`src/rtl/rs_sum_pkg.sv`:
```
// Shared BO parameters: default operand width and control-word (y) bit indices,
// common to the ks1 stage and rs_sum.
package rs_sum_pkg;

    localparam int N_DEFAULT = 4;

    // Bit positions of the BO control signals within the control word.
    localparam int Y4 = 4;
    localparam int Y5 = 5;
    localparam int Y6 = 6;
    localparam int Y7 = 7;
    localparam int Y8 = 8;

    // Width of an iteration counter that must hold values 0..n.
    function automatic int cnt_width(input int n);
        return $clog2(n + 1);
    endfunction

endpackage

```
`src/rtl/rs_sum_sm2n.sv`:
```
// Signed adder over W-bit operands producing the true W+1-bit sum and the
// W-bit two's-complement overflow indication.
module sm2n #(
    parameter int W = 8
) (
    input  logic [W-1:0] a,
    input  logic [W-1:0] b,
    output logic [W:0]   sum,
    output logic         ovf
);

    assign sum = {a[W-1], a} + {b[W-1], b};

    // Overflow of the wrapped W-bit result: same operand signs, different result sign.
    assign ovf = (a[W-1] == b[W-1]) && (sum[W-1] != a[W-1]);

endmodule

```
`src/rtl/rs_sum.sv`:
```
// RS accumulator: clear / add / arithmetic-shift with a sticky overflow flag
// and a saturating-at-zero iteration counter.
module rs_sum
    import rs_sum_pkg::*;
#(
    parameter int N = N_DEFAULT
) (
    input  logic           clk,
    input  logic           rst,
    input  logic [2*N-1:0] ks1_in,
    input  logic           y6,
    input  logic           y7,
    input  logic           y8,
    output logic [2*N-1:0] rs,
    output logic           p_sign,
    output logic           p_zero,
    output logic           p_ovf,
    output logic           p_cnt0
);

    localparam int W  = 2 * N;
    localparam int CW = cnt_width(N);

    logic [Y8:Y6] ctl;
    logic [W:0]   sum;
    logic         add_ovf;
    logic [CW-1:0] cnt;

    assign ctl = {y8, y7, y6};

    sm2n #(.W(W)) u_sm2n (
        .a   (rs),
        .b   (ks1_in),
        .sum (sum),
        .ovf (add_ovf)
    );

    // NOTE: all state is written with non-blocking assignments so every register
    // samples the pre-edge values of rs and cnt, matching the hardware it models.
    always_ff @(posedge clk or posedge rst) begin
        if (rst) begin
            rs    <= '0;
            p_ovf <= 1'b0;
            cnt   <= '0;
        end else if (ctl[Y6]) begin
            rs    <= '0;
            p_ovf <= 1'b0;
            cnt   <= CW'(N);
        end else begin
            unique case ({ctl[Y7], ctl[Y8]})
                2'b10: begin
                    rs <= sum[W-1:0];
                    if (add_ovf) p_ovf <= 1'b1;
                end
                2'b01: rs <= {rs[W-1], rs[W-1:1]};
                // Add-then-shift keeps the true sign from the W+1-bit sum, so it cannot overflow.
                2'b11: rs <= sum[W:1];
                default: ;
            endcase
            if (ctl[Y8] && (cnt != '0)) cnt <= cnt - CW'(1);
        end
    end

    assign p_sign = rs[W-1];
    assign p_zero = (rs == '0);
    assign p_cnt0 = (cnt == '0);

endmodule

```
`config.mk`:
```
export PLATFORM = sky130hd
export DESIGN_NAME = rs_sum
export DESIGN_NICKNAME = d
export VERILOG_FILES = /design/src/rtl/rs_sum_pkg.sv /design/src/rtl/rs_sum_sm2n.sv /design/src/rtl/rs_sum.sv
export SDC_FILE = /design/constraint.sdc
export NUM_CORES = 1
export LEC_CHECK = 0
export ABC_AREA = 1
export CAP_MARGIN = 20
export CELL_PAD_IN_SITES_DETAIL_PLACEMENT = 0
export CELL_PAD_IN_SITES_GLOBAL_PLACEMENT = 1
export CORE_UTILIZATION = 47
export DETAILED_ROUTE_END_ITERATION = 8
export DONT_BUFFER_PORTS = 1
export HOLD_SLACK_MARGIN = 0.1
export PLACE_DENSITY_LB_ADDON = 0.1
export SYNTH_ARGS = -nofsm -noshare
export SYNTH_HDL_FRONTEND = slang
export SYNTH_SLANG_ARGS = --single-unit
```
`constraint.sdc`:
```
create_clock -name clk -period 2.5 [get_ports clk]
set_input_delay 0.375 -clock clk [delete_from_list [all_inputs] [get_ports clk]]
set_output_delay 0.375 -clock clk [all_outputs]
set_load 0.005 [all_outputs]
```
==> results.cfg <==
[setup_path]
crit_chain = ha_1, fa_1, nand3_1, nand2_1, nand2_1, nand3b_1, nand2_1, nand2_1, nand3_1, nand2_1
arrival_ps = 1950
path_buf_inv = 0
critical_path_class = reg2reg
slowest_stage = dfrtp_1
cp-start-kind = flip-flop
critical_path_peak_fanout = 4
required_ps = 2670
endpoint_kind = flip-flop
crit_top_cell = nand2_1
cp_top_family = adder cells
cp_slowest_stage_delay_ps = 430

[power]
power.total_mw = 0.6776
clockPowerShare_pct = 23.1
p_int_mw = 0.4121
swShare_pct = 39.19
seqPwrFrac_pct = 37.9
switchingPower_mw = 0.2655
p_leak_nw = 0.6416
peakVddDrop_mv = 0.3232
power_density_mw_per_mm2 = 579.2
p_comb_share_pct = 39.0

[grt]
antenna_found_initial = 0
track_usage_pct = 23.02
grt_pass1_wl_mm = 4.409
grt_overflow_total = 0
grt_max_degree = 13
grt_pass1_vias = 986

[cells_and_area]
fin_area_mm2 = 0.001170
diodes = 0
nets = 191
area.growth.synth_to_final_pct = 5.293
final_common_cell = nand2_1
final_cell_mix = nand2_1 (55), inv_1 (25), nand3_1 (15)
drive_above_1_share_pct = 9.036

[logic_synthesis]
yosys-top-cells-area = dfrtp_1 (27%), nand2_1 (19%), ha_1 (11%)
synth-seq-area-share_pct = 27.03
avgSynthCellArea_um2 = 6.775
synth-seq-cells = 12
synth_top_cell_area_share_pct = 27.03
synthesis.area_mm2 = 0.001111
synth_cells = 164
ys.warnings.count = 0
synthDistinctLibCells = 26
synth_area_leader_cell = dfrtp_1
synth_fp_nets = 188

[clock_network]
clockBufferDepth = 2
clock_latency_ps = 270
htree_levels = 1
cts_tree = built
cts_setup_buffers = 0
cts_root_buf = clkbuf_4
clk_pin_slew_ps = 80
cts_made_buffers = 3
postCtsResizedCells = 0
cts_num_sinks = 12

[timing]
whs_ps = 158.2
rsz0062_at_grt = false
slew_headroom_pct = 65.97
worst-slew-pin-transition_ps = 509.9
clock_skew_ps = 6.453
slew_viol_final = 0
timing.final.crit_share_pct = 71.27
setup-tns-final_ps = 0
period_minus_slack_ps = 1782
clock.fmax_mhz = 561.3
setup_viol = 0
final_hold_viol_count = 0

[drt]
avgViaCountPerCell = 5.531
routed_wl_mm = 2.641
antenna_left = 0
drt-wirelength-per-cell_um = 13.61
vias = 1073
drt_iter0_markers = 71
first_pass_iters = 5
drc = 0

[floorplan]
fp.dieArea_mm2 = 0.002562
die_y_um = 50.62
start_util_pct = 50.23
row_count = 17
io_pins = 25
fp.dieW_um = 50.62
fp.coreArea_mm2 = 0.002212

[hold_path]
min_path_type = in2reg

[place]
numPortBuffers = 0
dp_hpwl_mm = 2.068
dpl_cell_area_mm2 = 0.001124
gp_congestion = 0.8177

[status]
status = complete, no violations

[run]
max-cap-violations = 0
-- registers in the layout, summed over array words and instances (netlist names) --
signal / cells
cnt: 3
p_ovf: 1
rs: 8
-- final cells by class --
type | instances | area, um2
Fill cell | 237 | 1042
Multi-Input combinational cell | 122 | 681.9
Sequential cell | 12 | 300.3
Inverter | 27 | 106.4
Clock buffer | 4 | 36.28
Tap cell | 28 | 35.03
Timing Repair Buffer | 1 | 10.01
-- cells by family after synthesis --
logic type / share of synthesized area (%)
simple gates: 33.33
buf+inv: 11.60
compound gates: 12.61
flops: 27.03
fa+ha+maj: 13.06
xor+xnor: 2.365
-- per-layer routing --
metal	up-vias	routed length, um	global-route usage (%)
li1	535	-	-
met1	498	1245	30.38
met2	38	1256	37.78
met3	2	134	4.848
met4	0	4	6.481
met5	-	0	0
-- final timing paths --
check	startpoint	end	slack (ps)	depth (start not counted)
max in group asynchronous	rst	cnt[2]	1590	2
hold / removal	y6	p_ovf	160	1
setup / recovery	rs[0]	rs[5]	720	10
hold reg to reg	cnt[2]	cnt[2]	520	2
min in group asynchronous	rst	rs[2]	570	2
setup reg to reg	rs[0]	rs[5]	720	10
-- Yosys cell counts --
library cell  number
fa_1               1
nor4_1             2
nor2_2             1
o31ai_1            1
a21oi_2            1
buf_4              3
nor2_1             5
inv_1             25
nand3b_1           1
a21oi_4            1
a21oi_1           11
nand3_1           15
o22ai_1            1
o2111ai_1          1
nand2_1           55
inv_2              1
o21ai_0            5
inv_6              1
and2_1             1
xnor2_1            2
ha_1              10
nand4_1            1
xor2_1             1
nand2_2            5
o31ai_2            1
dfrtp_1           12
-- worst register-to-register path: cells and delay by family (launching register included) --
kind,cells,cell delay (ps)
adder cells (fa/ha/maj),2,640
AND/OR/NAND/NOR,8,620
flip-flops,1,430
-- power by group through the flow --
stage | Clock, mW | Sequential [mW] | Combinational (mW)
2_1_floorplan | 0 | 0.249 | 0.225
3_3_place_gp | 0 | 0.261 | 0.255
3_5_place_dp | 0 | 0.260 | 0.262
4_1_cts | 0.164 | 0.257 | 0.265
5_1_grt | 0.173 | 0.261 | 0.303
6_report | 0.157 | 0.257 | 0.264
-- through the flow --
stage               worst slack (ps)  std cells  util (%)
finish                         718.3        194     52.88
global route                   559.1        194     52.88
CTS                            717.4        194     52.88
detailed placement             738.3        189     50.79
global placement               751.8        189     50.79
floorplan                      859.1        164         -
-- timing repair --
| item | 4_1_cts | 5_1_grt |
|---|---|---|
| hold buffers | 1 | 0 |
| hold endpoints to repair | 12 | 0 |
| endpoints found under the setup margin | 0 | 0 |
No activity file was read; power rests on OpenSTA's default activity.
